<file path="src/rtl/spi_pkg.sv">
// spi_pkg: shared state encoding and constants for the SPI sensor master.
package spi_pkg;
    typedef enum logic [1:0] {IDLE, XFER, DONE} state_e;
    localparam int BYTE_W = 8;
    localparam logic SENSOR_GYRO = 1'b0;
    localparam logic SENSOR_ACCL = 1'b1;
endpackage

</file>
<file path="src/rtl/spi_shift_byte.sv">
// spi_shift_byte: MSB-first TX/RX shift pair with a half-bit counter.
module spi_shift_byte
    import spi_pkg::*;
(
    input  logic              clk_i,
    input  logic              rst_i,
    input  logic              load_i,
    input  logic              step_i,
    input  logic              miso_i,
    input  logic [BYTE_W-1:0] data_i,
    output logic              mosi_o,
    output logic              phase_b_o,
    output logic              byte_end_o,
    output logic [BYTE_W-1:0] rx_o
);
    logic [BYTE_W-1:0] tx_q, rx_q;
    logic [3:0]        cnt_q;

    // Even count = phase A, odd = phase B; TX holds its last bit through the final phase B.
    always_ff @(posedge clk_i) begin
        if (rst_i) begin
            tx_q  <= '0;
            rx_q  <= '0;
            cnt_q <= '0;
        end else if (load_i) begin
            tx_q  <= data_i;
            cnt_q <= '0;
        end else if (step_i) begin
            cnt_q <= cnt_q + 4'd1;
            if (!cnt_q[0]) rx_q <= {rx_q[BYTE_W-2:0], miso_i};
            else if (cnt_q != 4'd15) tx_q <= {tx_q[BYTE_W-2:0], 1'b0};
        end
    end

    assign mosi_o     = tx_q[BYTE_W-1];
    assign phase_b_o  = cnt_q[0];
    assign byte_end_o = &cnt_q;
    assign rx_o       = rx_q;
endmodule

</file>
<file path="src/rtl/spi_sensor_master.sv">
// spi_sensor_master: SPI mode-3 master for a gyro and an accelerometer,
// running 1-7 byte full-duplex transactions with SCLK at div_clk/2.
module spi_sensor_master
    import spi_pkg::*;
(
    input  logic              div_clk,
    input  logic              reset,
    input  logic              sensor_select,
    input  logic              write_start,
    input  logic [BYTE_W-1:0] write_data,
    input  logic [2:0]        write_count_bytes,
    output logic              write_ready,
    output logic              read_ready,
    output logic [BYTE_W-1:0] read_data,
    output logic              SCLK,
    output logic              MOSI,
    input  logic              MISO_G,
    output logic              SS_G,
    input  logic              MISO_A,
    output logic              SS_A
);
    state_e            state_q, state_d;
    logic              sel_q, sel_d;
    logic [2:0]        nbytes_q, nbytes_d, byte_q, byte_d;
    logic              sclk_q, sclk_d, ss_g_q, ss_g_d, ss_a_q, ss_a_d;
    logic              rready_q, rready_d;
    logic [BYTE_W-1:0] rdata_q, rdata_d, rx;
    logic              start, last_byte, shift_end, byte_end, phase_b, load, miso;

    always_comb begin
        start     = state_q == IDLE && write_start && write_count_bytes != 3'd0;
        last_byte = byte_q == nbytes_q - 3'd1;
        byte_end  = state_q == XFER && shift_end;
        state_d   = state_q == IDLE ? (start ? XFER : IDLE)
                  : state_q == XFER ? (byte_end && last_byte ? DONE : XFER) : IDLE;
        sel_d     = start ? sensor_select : sel_q;
        nbytes_d  = start ? write_count_bytes : nbytes_q;
        byte_d    = start ? 3'd0 : byte_end ? byte_q + 3'd1 : byte_q;
        load      = start || (byte_end && !last_byte);
        // SCLK falls on XFER entry, then toggles every cycle, and rests high otherwise.
        sclk_d    = state_d != XFER || (state_q == XFER && !phase_b);
        ss_g_d    = !(state_d == XFER && sel_d == SENSOR_GYRO);
        ss_a_d    = !(state_d == XFER && sel_d == SENSOR_ACCL);
        // Byte 0 answers the command byte and is dropped.
        rready_d  = byte_end && byte_q != 3'd0;
        rdata_d   = rready_d ? rx : rdata_q;
    end

    always_ff @(posedge div_clk) begin
        if (reset) begin
            state_q  <= IDLE;
            sel_q    <= SENSOR_GYRO;
            nbytes_q <= '0;
            byte_q   <= '0;
            sclk_q   <= 1'b1;
            ss_g_q   <= 1'b1;
            ss_a_q   <= 1'b1;
            rready_q <= 1'b0;
            rdata_q  <= '0;
        end else begin
            state_q  <= state_d;
            sel_q    <= sel_d;
            nbytes_q <= nbytes_d;
            byte_q   <= byte_d;
            sclk_q   <= sclk_d;
            ss_g_q   <= ss_g_d;
            ss_a_q   <= ss_a_d;
            rready_q <= rready_d;
            rdata_q  <= rdata_d;
        end
    end

    assign miso = sel_q == SENSOR_ACCL ? MISO_A : MISO_G;

    spi_shift_byte u_shift (
        .clk_i      (div_clk),
        .rst_i      (reset),
        .load_i     (load),
        .step_i     (state_q == XFER),
        .miso_i     (miso),
        .data_i     (write_data),
        .mosi_o     (MOSI),
        .phase_b_o  (phase_b),
        .byte_end_o (shift_end),
        .rx_o       (rx)
    );

    assign write_ready = state_q == IDLE;
    assign read_ready  = rready_q;
    assign read_data   = rdata_q;
    assign SCLK        = sclk_q;
    assign SS_G        = ss_g_q;
    assign SS_A        = ss_a_q;
endmodule

</file>
<file path="config.mk">
export PLATFORM = sky130hd
export DESIGN_NAME = spi_sensor_master
export DESIGN_NICKNAME = d
export VERILOG_FILES = /design/src/rtl/spi_pkg.sv /design/src/rtl/spi_shift_byte.sv /design/src/rtl/spi_sensor_master.sv
export SDC_FILE = /design/constraint.sdc
export NUM_CORES = 1
export LEC_CHECK = 0
export BUFFER_PORTS_ARGS = -buffer_cell sky130_fd_sc_hd__buf_2
export CAP_MARGIN = 25
export CORE_MARGIN = 3
export CORE_UTILIZATION = 50
export DETAILED_ROUTE_END_ITERATION = 6
export PLACE_DENSITY_LB_ADDON = 0.3
export SLEW_MARGIN = 15
export SYNTH_ARGS = -nofsm -noshare
export SYNTH_HDL_FRONTEND = slang
export SYNTH_SLANG_ARGS = --single-unit
</file>
<file path="constraint.sdc">
create_clock -name div_clk -period 2.2 [get_ports div_clk]
set_input_delay 0.11 -clock div_clk [delete_from_list [all_inputs] [get_ports div_clk]]
set_output_delay 0.11 -clock div_clk [all_outputs]
set_load 0.05 [all_outputs]
</file>
==> flow_summary.yaml <==
drt:
  first_iter_violations: 43
  dr.pass1.iters: 4
  routed-via-count: 1387
  route.detailed.drc: 0
  viasPerCell: 5.46
  wl_mm: 3.60
  ant_nets: 0
  wl_per_cell_um: 14.2
yosys:
  ys_ff_latch: 41
  synthDistinctLibCells: 36
  yosysMostFrequentCell: "dfxtp_1"
  yosysTopAreaCellShare: 0.465
  seq_area_frac_synth: 0.465
  synth-edff-count: 0
  synthTopCellsByCount: "41 x dfxtp_1, 22 x mux2i_1, 17 x a21oi_1, 17 x nor2_1, 11 x nand2_1"
  yosysTopAreaCell: "dfxtp_1"
  async_flop_share: 0
  synth_fp_nets: 200
  ys_top_cells_by_area: "dfxtp_1 46%, mux2i_1 12%, a21oi_1 4.8%, a311oi_1 4.0%, nor2_1 3.6%"
  synth_warnings: 0
  synthFlopType: "dfxtp_1"
  syn_avg_cell_area_um2: 9.87
  syn_area_um2: 1770
  netlist_instances: 179
worst_hold_path:
  hp-class: "in -> reg"
timing:
  post-route-period-util: 0.866
  slew_viol_final: 0
  fmax_ghz: 0.525
  relSlewSlack: 0.559
  setup_viol: 0
  rsz0062_at_grt: "no"
  final.min_clock_period_ps: 1900
  worst_slew_pin_slew_ps: 661
  hold_viol_final: 0
  timing.setup.tns_ps: 0
  skew_ps: 3.71
setup_path:
  cpLargestDelayFamily: "simple AND/OR/NAND/NOR gates"
  crit_chain: "inv_1 -> ha_1 -> xor2_1 -> a311oi_1 -> nor2_2 -> mux2i_1"
  critical_path_class: "reg -> reg"
  critical_path_buf_inv_count: 1
  slowest_stage: "nor2_2"
  end_kind: "register"
  worstPathRequired_ps: 2500
  slowest_delay_ps: 430
  cp_max_fo: 8
  cp-start-kind: "register"
  crit_arrival_ps: 2200
grt:
  track_usage: 0.190
  overflow: 0
  antenna_found_initial: 0
  grt_pass1_wl_mm: 6.22
  grt_start_max_net_pins: 41
  grt_pass1_vias: 1313
clock_network:
  clock_latency_ps: 360
  cts_buffers: 5
  cts_tree: "done"
  cts_root_buf: "clkbuf_4"
  cts.path.max_buffers: 2
  cts-htree-levels: 2
  clock_sinks: 41
  path_clk_slew_ps: 120
floorplanning:
  start_util: 0.552
  rows: 20
  coreArea_um2: 3200
  die_h_um: 65.4
  die_w_um: 65.4
  ios: 31
  die_area_um2: 4280
cells_and_area:
  fill_cells: 299
  antenna_cells: 0
  syn_to_final_growth_pct: 13.2
  nets: 230
  drive_above_1_share: 0.219
  post-route-cell-area_um2: 2000
placement:
  portBuffers: 30
  place.gp.congestion: 0.778
  hpwlAfterDp_mm: 2.50
  dpl_cell_area_um2: 1930
pwr:
  powerDensity_nw_per_um2: 685
  p_leak_uw: 0.000845
  fin_total_pwr_uw: 1370
  peakVddDrop_mv: 0.379
run:
  maxCapViolCount: 0
outcome:
  status: "complete, no violations"
[layout by cell type (no fill, tap or decap), types with 2 or more instances in the layout]
| cell | n |
|---|---|
| a21oi_1 | 17 |
| a311oi_1 | 8 |
| and3_1 | 2 |
| buf_2 | 30 |
| clkbuf_4 | 5 |
| clkinv_2 | 2 |
| dfxtp_1 | 41 |
| ha_1 | 4 |
| inv_1 | 4 |
| mux2i_1 | 22 |
| nand2_1 | 11 |
| nand2b_1 | 9 |
| nand3_1 | 3 |
| nand4_1 | 2 |
| nor2_1 | 17 |
| nor3_1 | 5 |
| o21ai_0 | 2 |
| xor2_1 | 5 |
[final timing paths]
check,startpoint,cells past startpoint,end,slack [ps]
worst min register to register,u_shift.cnt_q[1]$_SDFFE_PP0N_,2,u_shift.cnt_q[1]$_SDFFE_PP0N_,490
worst max register to register,nbytes_q[0]$_SDFFE_PP0N_,6,u_shift.rx_o[3]$_SDFFE_PP0P_,300
worst max-delay path,nbytes_q[0]$_SDFFE_PP0N_,6,u_shift.rx_o[3]$_SDFFE_PP0P_,300
worst min-delay path,write_count_bytes[1],3,nbytes_q[1]$_SDFFE_PP0N_,20
[cell type report]
cell class                      instances  area, um^2  share of cell area
Tap cell                               44        55.1              0.0275
Clock buffer                            5        37.5              0.0188
Sequential cell                        41         821               0.410
Multi-Input combinational cell        125         887               0.443
Clock inverter                          3        17.5             0.00876
Timing Repair Buffer                   32         168              0.0838
Inverter                                4        15.0             0.00750
[repair_timing]
item | CTS | global route
gates resized for setup | 0 | 1
hold endpoints to repair | 1 | 0
buffers inserted | 0 | 0
hold buffers | 1 | 0
setup endpoints to repair | 0 | 9
[metrics by stage]
stage | std cells | hold slack (ps) | setup WS (ps) | utilization
finish | 254 | 22.0 | 295 | 0.625
global route | 254 | 36.5 | 117 | 0.625
CTS | 254 | 8.92 | 87.0 | 0.624
detailed placement | 245 | 393 | 117 | 0.604
global placement | 245 | 377 | 288 | 0.604
floorplan | 179 | 246 | 235 | -
[worst register-to-register path, delay by kind of cell, from the launching register on]
| family | cells | cell delay, ps |
|---|---|---|
| AO/OA/AOI/OAI | 1 | 180 |
| XOR/XNOR | 1 | 230 |
| adder cells (fa/ha/maj) | 1 | 300 |
| buffers and inverters | 1 | 60 |
| flip-flops | 1 | 400 |
| multiplexers | 1 | 250 |
| AND/OR/NAND/NOR | 1 | 430 |
[routing by layer]
metal	GRT usage	wire [um]
met5	0	0
met4	0.0855	66
met1	0.237	1630
met2	0.314	1790
met3	0.0427	105
[power breakdown]
group	internal [uW]	switching, uW	total (uW)
combinational	74.0	128	202
clock	121	255	375
sequential	774	19.5	794
total	969	403	1370
[logic make-up after synthesis]
kind of cell / count (synthesis) / synth area share
and+or+nand+nor: 57 / 0.166
xor gates and xnor gates: 7 / 0.0432
DFF: 41 / 0.465
AOI/OAI and AO/OA: 35 / 0.135
buffers and inverters: 13 / 0.0382
muxes: 22 / 0.125
adders and majority gates: 4 / 0.0283
[state kept, by name (all words and copies together), names as in the netlist]
register and flops:
u_shift.tx_q 8, read_ready 1, read_data 8, sel_q 1
u_shift.cnt_q 4, byte_q 3, state_q 2, SS_A 1
SCLK 1, u_shift.rx_o 8, nbytes_q 3, SS_G 1
(Power assumes the default switching activity.)
